File: config.mk
export PLATFORM = sky130hd
export DESIGN_NAME = bt_cmd_parser
export DESIGN_NICKNAME = d
export VERILOG_FILES = /design/src/rtl/bt_cmd_parser.sv
export SDC_FILE = /design/constraint.sdc
export NUM_CORES = 1
export LEC_CHECK = 0
export ABC_AREA = 1
export BUFFER_PORTS_ARGS = -buffer_cell sky130_fd_sc_hd__buf_2
export CAP_MARGIN = 5
export CORE_MARGIN = 2
export CORE_UTILIZATION = 34
export CTS_CLUSTER_DIAMETER = 30
export DETAILED_ROUTE_END_ITERATION = 16
export PLACE_DENSITY_LB_ADDON = 0.25
export SLEW_MARGIN = 20
export SYNTH_ARGS = -nofsm -noshare
export SYNTH_HDL_FRONTEND = slang
export SYNTH_SLANG_ARGS = --single-unit
File: constraint.sdc
create_clock -name clk -period 5.5 [get_ports clk]
set_clock_uncertainty 0.2 [all_clocks]
set_input_delay 0 -clock clk [delete_from_list [all_inputs] [get_ports clk]]
set_output_delay 0 -clock clk [all_outputs]
set_load 0.02 [all_outputs]
File: src/rtl/bt_cmd_parser.sv
// bt_cmd_parser: frames 4-byte commands (header, cmd, arg, xor checksum)
// from a UART byte stream. Ports: clk, rst, rx_data/rx_done in;
// cmd_out/arg_out/cmd_valid, frame_err/err_count out.
module bt_cmd_parser #(
    parameter logic [7:0]  HEADER         = 8'hAA,
    parameter logic [31:0] TIMEOUT_CYCLES = 32'd100000,
    parameter int          DATA_WIDTH     = 8
) (
    input  logic                  clk,
    input  logic                  rst,
    input  logic [DATA_WIDTH-1:0] rx_data,
    input  logic                  rx_done,
    output logic [DATA_WIDTH-1:0] cmd_out,
    output logic [DATA_WIDTH-1:0] arg_out,
    output logic                  cmd_valid,
    output logic                  frame_err,
    output logic [7:0]            err_count
);

    typedef enum logic [1:0] {
        WAIT_HDR,
        GET_CMD,
        GET_ARG,
        GET_CHK
    } state_e;

    state_e                state_q, state_d;
    logic [31:0]           timer_q, timer_d;
    logic [DATA_WIDTH-1:0] cmd_sh_q, cmd_sh_d;
    logic [DATA_WIDTH-1:0] arg_sh_q, arg_sh_d;
    logic [DATA_WIDTH-1:0] cmd_out_q, cmd_out_d;
    logic [DATA_WIDTH-1:0] arg_out_q, arg_out_d;
    logic                  cmd_valid_q, cmd_valid_d;
    logic                  frame_err_q, frame_err_d;
    logic [7:0]            err_count_q, err_count_d;

    logic                  in_frame;
    logic                  expired;
    logic                  drop;

    assign in_frame = (state_q != WAIT_HDR);
    // A byte arriving on the expiry cycle takes priority over the timeout.
    assign expired  = in_frame && !rx_done &&
                      (timer_q == TIMEOUT_CYCLES - 32'd1);

    always_comb begin
        state_d     = state_q;
        timer_d     = timer_q;
        cmd_sh_d    = cmd_sh_q;
        arg_sh_d    = arg_sh_q;
        cmd_out_d   = cmd_out_q;
        arg_out_d   = arg_out_q;
        cmd_valid_d = 1'b0;
        frame_err_d = 1'b0;
        err_count_d = err_count_q;
        drop        = 1'b0;

        if (!in_frame || rx_done) begin
            timer_d = '0;
        end else if (expired) begin
            timer_d = '0;
            state_d = WAIT_HDR;
            drop    = 1'b1;
        end else begin
            timer_d = timer_q + 32'd1;
        end

        unique case (state_q)
            WAIT_HDR: begin
                if (rx_done && rx_data == HEADER) begin
                    state_d = GET_CMD;
                end
            end
            GET_CMD: begin
                if (rx_done) begin
                    cmd_sh_d = rx_data;
                    state_d  = GET_ARG;
                end
            end
            GET_ARG: begin
                if (rx_done) begin
                    arg_sh_d = rx_data;
                    state_d  = GET_CHK;
                end
            end
            GET_CHK: begin
                if (rx_done) begin
                    state_d = WAIT_HDR;
                    if (rx_data == (cmd_sh_q ^ arg_sh_q)) begin
                        cmd_out_d   = cmd_sh_q;
                        arg_out_d   = arg_sh_q;
                        cmd_valid_d = 1'b1;
                    end else begin
                        drop = 1'b1;
                    end
                end
            end
            default: state_d = WAIT_HDR;
        endcase

        if (drop) begin
            frame_err_d = 1'b1;
            if (err_count_q != 8'hFF) begin
                err_count_d = err_count_q + 8'd1;
            end
        end
    end

    always_ff @(posedge clk) begin
        if (rst) begin
            state_q     <= WAIT_HDR;
            timer_q     <= '0;
            cmd_sh_q    <= '0;
            arg_sh_q    <= '0;
            cmd_out_q   <= '0;
            arg_out_q   <= '0;
            cmd_valid_q <= 1'b0;
            frame_err_q <= 1'b0;
            err_count_q <= '0;
        end else begin
            state_q     <= state_d;
            timer_q     <= timer_d;
            cmd_sh_q    <= cmd_sh_d;
            arg_sh_q    <= arg_sh_d;
            cmd_out_q   <= cmd_out_d;
            arg_out_q   <= arg_out_d;
            cmd_valid_q <= cmd_valid_d;
            frame_err_q <= frame_err_d;
            err_count_q <= err_count_d;
        end
    end

    assign cmd_out   = cmd_out_q;
    assign arg_out   = arg_out_q;
    assign cmd_valid = cmd_valid_q;
    assign frame_err = frame_err_q;
    assign err_count = err_count_q;

endmodule

After elaboration in Yosys (flattened, before gate mapping)
Index checks and enable logic that the tools add are counted.

Output and inout port bits: 26. Register bits: 76. Word-level logic and storage cells: 49. Input bits: 11.

Multiplexer cells: 14. Bitwise logic cells: 3. Reductions and logical operators: 14. Add/subtract/negate cells: 2. Eq/ne operators: 7.

Operators with widths (number): 32-bit by 1-bit adder with 32-bit output (second input constant) (1); 32-bit by 17-bit equality test with 1-bit output (second input constant) (1); 2-bit 2-to-1 mux (6); 8-bit by 1-bit adder with 8-bit output (second input constant) (1); 8-bit equality test (1); 8-bit equality test (second input constant) (1); 8-bit != test (second input constant) (1); 2-bit one-hot mux with 4 select lines (1); 8-bit XOR (1); 1-bit 2-to-1 mux (7); 2-bit AND reduction (3); 3-bit OR reduction (2); 2-bit equality test (second input constant) (2); 1-bit logical AND (3); 3-bit AND reduction (1); 2-bit by 1-bit equality test with 1-bit output (second input constant) (1); 1-bit zero test (2); 2-bit zero test (1); 1-bit inverter (2); 2-bit nonzero test (1); 1-bit logical OR (1).

Longest topological paths before layout
Gate-level depths: netlist (run 1).

Word-level depth: 9. Mapped depth: 13. Mapped depth without buffers: 13.

Least setup slack after synthesis (run 1)
No wires, ideal clock.

Path kind: reg2reg. Start point: register timer_q[0]. End point: register timer_q[26]. Required time: 5.227 ns. Slack: 3.658 ns. Cell stages (with the launch flop): 12. Arrival time: 1.569 ns. Clock period less this slack: 1.842 ns. Library setup time: 0.073 ns. Cells stage by stage: dfxtp_1 > ha_1 > nand2_1 > inv_2 > nand2_1 > nor2_1 > nand2_1 > nor2_4 > nor4_4 > inv_2 > buf_6 > nor3_2.

Cells in the longest elaborated chain, start to end: 3. Elaborated cells between the ends (all ways): 4.

RTL lines: start: declaration (line 28) `logic [31:0] timer_q, timer_d;`; start signal: assignment (line 122) `timer_q <= timer_d;`; parallel branches: the longest is 3 deep, another holds 32-bit by 1-bit adder with 32-bit output.

Several ways; the timed one is not identified. A chain may end at the register's enable or synchronous reset.

Final worst setup path (run 1)
Start point: register timer_q[0]. End point: register timer_q[25].

The elaborated chain is that of the path after synthesis.

==> metrics.cfg, run 1 <==
[yosys]
synthCells = 515
synthesis.area_sq_um = 3720
yosysTopAreaCell = dfxtp_1
synth_nets = 528
seq_area_frac_synth_pct = 40.9
ys_seq_elements = 76
ys_types = 34
synthMuxAreaShare_pct = 0
synth.area.top_cells = dfxtp_1 41%, nand2_1 10%, inv_1 7.2%, a21oi_1 6.3%, o21ai_0 4.6%
synth_xor_area_share_pct = 3.30
synth_top_area_share_pct = 40.9
synth_compound_area_share_pct = 13.4
avgSynthCellArea_sq_um = 7.23
yosysWarnings = 0
synth_top_family_by_area = simple AND/OR/NAND/NOR gates
yosys.area_share.simple_pct = 32.4
synthAdderAreaFrac_pct = 0.672

[drt]
wl_met2_microns = 3650
m1WireLength_microns = 4180
postRouteAntennaNets = 0
wl_per_cell_microns = 11.6
wl_met3_microns = 203
via_per_inst = 4.69
finalWirelength_microns = 8170
drc = 0
drt_first_iter_violations = 138
dr.pass1.iters = 4
topRoutingLayerUsed = met4
vias = 3313

[pwr]
total_power_w = 0.00102
vdd.ir_drop.worst_mv = 0.120
power_density_nw_per_um2 = 235
p_leak_nw = 1.65

[setup_path]
crit_fanout = 23
endpoint_kind = register
path_common_cell = nand2_1
worstPathArrival_ps = 2460
worstSetupStartpointType = register
reg2regPathDepth = 10
critPathBufInv = 2
worstPathCellList = ha_1, nand2_1, inv_2, nand2_1, nor2_1, nand2_1, nor2_4, nor4_4, inv_2, nor3_1
critPathLaunch = timer_q[0]
worst-path-stages = 10
required_ps = 5560
slowest_stage = nor4_4
worst-setup-path-type = reg2reg
rrSetupSlack_ps = 3100
crit_family = simple AND/OR/NAND/NOR gates
critPathMaxStageDelay_ps = 470
r2r_start = timer_q[0]

[cts]
cts.path.max_buffers = 2
clk_pin_slew_worst_paths_ps = 80
cts_tree = built
cts.sinks = 76
cts_root_buf = clkbuf_8
cts_made_buffers = 9
ctsResizeCount = 0
h-tree-depth = 3
clkLatencyLatePin_ps = 350

[grt]
grt_pass1_wl_microns = 14100
grt.total_usage_pct = 14.8
grt_max_degree = 34
gr-total-overflow = 0
grt_pass1_vias = 3037
grt_antenna_before_repair = 0

[place]
hpwl_microns = 5890
place_area_sq_um = 4020
io_buffers = 36
routabilityCongestion = 0.790
place_ws_ps = 2930
dp_cells = 680

[layout]
layout-drive-gt1-share_pct = 16.6
design_area_sq_um = 4330
finalNetCount = 574
seqCellArea_sq_um = 1520
stdcell_count = 706
fill_cells = 1139
synthToLayoutAreaGrowth_pct = 16.4
multi_input_area_sq_um = 1860
diodes = 0

[sta]
max_freq_ghz = 0.417
fin_crit_sh_pct = 43.6
maxSlewViolCount = 0
setup_tns_ps = 0
rsz0062_at_grt = no
min_period_ps = 2400
tightestPinTransition_ps = 1020
slew_headroom_pct = 31.8
setup_viol = 0
hold_violations = 0
setup_slack_ps = 3100

[floorplan]
core_sq_um = 10700
placementRows = 38
fp.dieH_microns = 109
initial_core_util_pct = 34.6
die_x_microns = 109
die_area_sq_um = 11800
io_pins = 37

[worst_hold_path]
min_path_type = reg2reg
hold_depth = 2
min-delay-start = cmd_out[3]

[job]
max_cap_viol_count = 0

[status]
status = finished clean

worst min-delay path: cells and delay by family (launching register included):
| kind | cells | cell delay (ps) |
|---|---|---|
| AOI/OAI and AO/OA | 1 | 50 |
| buffers and inverters | 1 | 40 |
| DFF | 1 | 310 |
per-layer routing:
layer | track usage [%] | vias to the layer above
li1 | - | 1758
met1 | 19.9 | 1505
met2 | 23.5 | 41
met3 | 2.15 | 9
met4 | 6.59 | 0
met5 | 0 | -
per-stage QoR:
step	util, %	hold WS [ps]
2_1_floorplan	-	-131
3_3_place_gp	37.4	104
3_5_place_dp	37.4	112
4_1_cts	40.3	246
5_1_grt	40.3	266
6_report	40.3	244
cell usage in the layout (no fill, tap or decap), types with 7 or more instances in the layout:
cell	count
xor2_1	11
a21oi_2	7
a21oi_1	47
nand2_1	100
nand4_1	10
nor2_4	7
dfxtp_1	76
buf_2	36
clkbuf_8	10
dlygate4sd3_1	10
nor3_1	16
inv_2	7
nand3_1	32
o21ai_0	34
nor2_1	43
inv_1	71
sequential cells by signal (all words and copies together), names as in the netlist:
name	cells
arg_out	8
arg_sh_q	8
cmd_out	8
cmd_sh_q	8
cmd_valid	1
err_count	8
frame_err	1
state_q	2
timer_q	32
path summary, 6_finish.rpt:
check / to
hold / removal: cmd_out[3]
setup / recovery: timer_q[25]
hold reg to reg: cmd_out[3]
setup reg to reg: timer_q[25]
power by group:
group | switching (W) | leakage (nW) | internal [W] | total, W
clock | 0.000211 | 0.0999 | 0.000224 | 0.000435
combinational | 0.0000181 | 0.935 | 0.0000128 | 0.0000309
sequential | 0.000000228 | 0.612 | 0.000550 | 0.000550
cells by family (layout without fill, tap and decap cells):
group | Yosys count | in the layout
AOI/OAI and AO/OA | 94 | 94
xor gates and xnor gates | 14 | 14
adders and majority gates | 2 | 2
buffers and inverters | 89 | 140
DFF | 76 | 76
and+or+nand+nor | 240 | 240
layout make-up:
class                   count  area share (%)
well taps                 140            4.05
repair buffers             46            6.47
clock buffers              11            3.26
inverters                  78            6.76
clock inverters             5            1.39
multi-input cells         350            42.9
flip-flops and latches     76            35.1
synthesized netlist by cell type:
master / instances
buf_6: 1
o211ai_1: 1
inv_1: 71
nor2_4: 7
nor4_1: 2
nor2_8: 1
nand2_2: 5
and3b_1: 1
and3_1: 1
nand3_2: 3
nor2_2: 2
buf_4: 1
or2_1: 1
nand4_1: 10
nand3b_1: 5
a21oi_2: 7
buf_1: 1
nor4_4: 2
a21oi_1: 47
clkbuf_1: 8
or2_2: 2
nor3_2: 3
nor2_1: 43
ha_1: 2
nand3_1: 33
inv_2: 7
xnor2_1: 3
o21ai_1: 5
nand2_4: 3
nor3_1: 16
nand2_1: 100
o21ai_0: 34
xor2_1: 11
dfxtp_1: 76
timing repair:
action                                  CTS  global route
hold buffers                             10             0
buffers inserted                          0             0
hold endpoints to repair                 36             0
endpoints found under the setup margin    0             0
Note: power is estimated with default switching activity, not from simulation.
==> run 2, diff against run 1 <==
- ABC_AREA: 1 -> 0
- clock period: 5.5 -> 2.2 ns (I/O delays scaled with it)
==> metrics.cfg, run 2 <==
[setup_path]
r2r_start = timer_q[1]  ; was timer_q[0]
worstSetupStartpointType = register  ; unchanged
rrSetupSlack_ps = -190  ; was 3100 ps
r2r_end = err_count[0]  ; was timer_q[25]
endpoint_kind = register  ; unchanged
critPathLaunch = timer_q[1]  ; was timer_q[0]
required_ps = 2240  ; was 5560 ps
worst-setup-path-type = reg2reg  ; unchanged
worstSetupEndpoint = err_count[0]  ; was timer_q[25]
worstPathArrival_ps = 2430  ; was 2460 ps
crit_fanout = 7  ; was 23
reg2regPathDepth = 7  ; was 10

[layout]
diodes = 0  ; unchanged
layout-drive-gt1-share_pct = 28.9  ; was 16.6%
regMostFlops = timer_q  ; unchanged
synthToLayoutAreaGrowth_pct = 33.2  ; was 16.4%
stdcell_count = 604  ; was 706
seqCellArea_sq_um = 1530  ; was 1520 sq um
fill_cells = 972  ; was 1139
finalNetCount = 479  ; was 574
largest_reg_flops = 32  ; unchanged
mostFrequentLayoutCells = 79 x nor2_1, 72 x dfxtp_1, 55 x buf_4, 36 x buf_2, 33 x mux2i_1  ; was 100 x nand2_1, 76 x dfxtp_1, 71 x inv_1, 47 x a21oi_1, 43 x nor2_1
multi_input_area_sq_um = 1930  ; was 1860 sq um
final_common_cell = nor2_1  ; was nand2_1
design_area_sq_um = 4610  ; was 4330 sq um

[drt]
drc = 0  ; unchanged
drt_first_iter_violations = 60  ; was 138
vias = 2812  ; was 3313
wl_per_cell_microns = 12.5  ; was 11.6 microns
finalWirelength_microns = 7570  ; was 8170 microns
via_per_inst = 4.66  ; was 4.69
dr.pass1.iters = 4  ; unchanged
postRouteAntennaNets = 0  ; unchanged

[floorplan]
fp.dieH_microns = 105  ; was 109 microns
initial_core_util_pct = 35.3  ; was 34.6%
die_x_microns = 105  ; was 109 microns
core_sq_um = 9820  ; was 10700 sq um
io_pins = 37  ; unchanged
placementRows = 36  ; was 38
die_area_sq_um = 11000  ; was 11800 sq um

[sta]
min_period_ps = 2390  ; was 2400 ps
hold_violations = 0  ; unchanged
setup_slack_ps = -190  ; was 3100 ps
setup_tns_ps = -974  ; was 0 ps
setup_viol = 8  ; was 0
slew_headroom_pct = 62.1  ; was 31.8%
max_freq_ghz = 0.418  ; was 0.417 GHz
maxSlewViolCount = 0  ; unchanged
tightestPinTransition_ps = 567  ; was 1020 ps
fin_crit_sh_pct = 109  ; was 43.6%
rsz0062_at_grt = yes  ; was no
timing.hold.ws_ps = 280  ; was 244 ps

[yosys]
synthesis.area_sq_um = 3460  ; was 3720 sq um
async_reset_ff_share_pct = 0  ; unchanged
synth_xor_area_share_pct = 12.8  ; was 3.30%
synth.most_common_cell = nor2_1  ; was nand2_1
ys_types = 40  ; was 34
synthAdderAreaFrac_pct = 0.723  ; was 0.672%
synth_top_area_share_pct = 43.9  ; was 40.9%
synth_commonest_cells = 79 x nor2_1, 76 x dfxtp_1, 33 x mux2i_1  ; was 100 x nand2_1, 76 x dfxtp_1, 71 x inv_1
yosysWarnings = 0  ; unchanged
yosys.area_share.simple_pct = 25.3  ; was 32.4%
seq_area_frac_synth_pct = 43.9  ; was 40.9%
synthCells = 365  ; was 515
yosysTopAreaCell = dfxtp_1  ; unchanged
synth_edf_count = 0  ; unchanged
synth_nets = 378  ; was 528
synthMuxAreaShare_pct = 11.5  ; was 0%
synth_flop_cell = dfxtp_1  ; unchanged
synth_compound_area_share_pct = 3.11  ; was 13.4%
avgSynthCellArea_sq_um = 9.49  ; was 7.23 sq um
synth_top_family_by_area = simple AND/OR/NAND/NOR gates  ; unchanged
synth.area.top_cells = dfxtp_1 44%, mux2i_1 9.5%, nor2_1 8.6%, xnor3_1 5.2%, xor2_1 5.1%  ; was dfxtp_1 41%, nand2_1 10%, inv_1 7.2%, a21oi_1 6.3%, o21ai_0 4.6%
ys_seq_elements = 76  ; unchanged

[cts]
cts_made_buffers = 9  ; unchanged
clkLatencyLatePin_ps = 350  ; about the same
cts_tree = built  ; unchanged
cts_root_buf = clkbuf_8  ; unchanged
h-tree-depth = 3  ; unchanged
cts.sinks = 76  ; unchanged
cts.path.max_buffers = 2  ; unchanged
clk_pin_slew_worst_paths_ps = 90  ; was 80 ps

[place]
routabilityCongestion = 0.750  ; was 0.790
hpwl_microns = 5160  ; was 5890 microns
place_area_sq_um = 4140  ; was 4020 sq um
dp_cells = 568  ; was 680
io_buffers = 36  ; unchanged

[grt]
grt.total_usage_pct = 13.5  ; was 14.8%
gr-total-overflow = 0  ; unchanged
grt_max_degree = 31  ; was 34
grt_pass1_vias = 2597  ; was 3037
grt_antenna_before_repair = 0  ; unchanged
grt_pass1_wl_microns = 12100  ; was 14100 microns

[worst_hold_path]
min_path_type = in2reg  ; was reg2reg

[pwr]
power_density_nw_per_um2 = 575  ; was 235 nW/um^2
p_leak_nw = 1.91  ; was 1.65 nW
total_power_w = 0.00265  ; was 0.00102 W
vdd.ir_drop.worst_mv = 0.352  ; was 0.120 mV

[status]
violations = setup timing
status = finished with violations  ; was finished clean

[job]
max_cap_viol_count = 0  ; unchanged

==> run 2: cell count changes after synthesis, moves of 12 or more <==
cell     change
a21oi_1     -42
inv_1       -66
mux2i_1     +33
nand2_1     -84
nand3_1     -12
nor2_1      +36
o21ai_0     -34
==> run 2: report_power, final <==
| part | internal [W] | switching, W |
|---|---|---|
| logic | 0.0000716 | 0.0000626 |
| clock network | 0.000565 | 0.000557 |
| registers | 0.00138 | 0.0000101 |
| total | 0.00202 | 0.000629 |
==> run 2: repair_timing <==
action | in CTS | in global routing
setup endpoints to repair | 8 | 22
gates cloned | 0 | 1
resized for setup | 2 | 17
hold buffers | 12 | 0
endpoints found under the hold margin | 28 | 0
buffers inserted | 0 | 7
pin swaps | 3 | 8
==> run 2: final cells by class <==
class / instances / share of cell area (%)
clock buffers: 10 / 2.99
flip-flops and latches: 76 / 33.1
well taps: 133 / 3.61
inverters: 5 / 0.407
multi-input cells: 268 / 42.0
clock inverters: 6 / 1.55
repair buffers: 106 / 16.4
==> run 2: worst min-delay path by stage <==
stage	start	to	slack, ps	cells after the start
6_report	rx_data[1]	arg_sh_q[1]	280	4
5_1_grt	rx_data[1]	arg_sh_q[1]	290	4
4_1_cts	rx_data[1]	arg_sh_q[1]	260	4
3_5_place_dp	rx_data[7]	arg_sh_q[7]	90	3
3_3_place_gp	rx_data[4]	arg_sh_q[4]	90	3
2_1_floorplan	rx_done	state_q[1]	-80	1
==> run 2: logic make-up after synthesis <==
kind of cell / count (synthesis)
AOI/OAI and AO/OA: 13
muxes: 39
xor gates and xnor gates: 38
DFF: 76
buffers and inverters: 21
adders and majority gates: 2
and+or+nand+nor: 176
==> run 2: layer usage <==
layer	up-vias	routed length, microns	global-route usage, %	share of wire [%]
met5	-	0	0	0
met1	1307	3650	16.8	48
met2	31	3650	22.7	48
met4	0	100	4.57	1.3
li1	1466	-	-	-
met3	8	174	3.31	2.3
==> run 2: per-stage QoR <==
step | worst slack, ps | util, %
floorplan | -104 | -
global placement | -156 | 42.2
detailed placement | -187 | 42.2
CTS | -183 | 45.6
global route | -265 | 47.0
finish | -190 | 47.0
==> run 2: worst max-delay path, stage by stage (launching register included) <==
cell	delay [ps]
dfxtp_2	360
ha_4	140
and4_1	230
nand2_2	70
or4_4	620
buf_4	180
a21oi_4	150
mux2_2	340
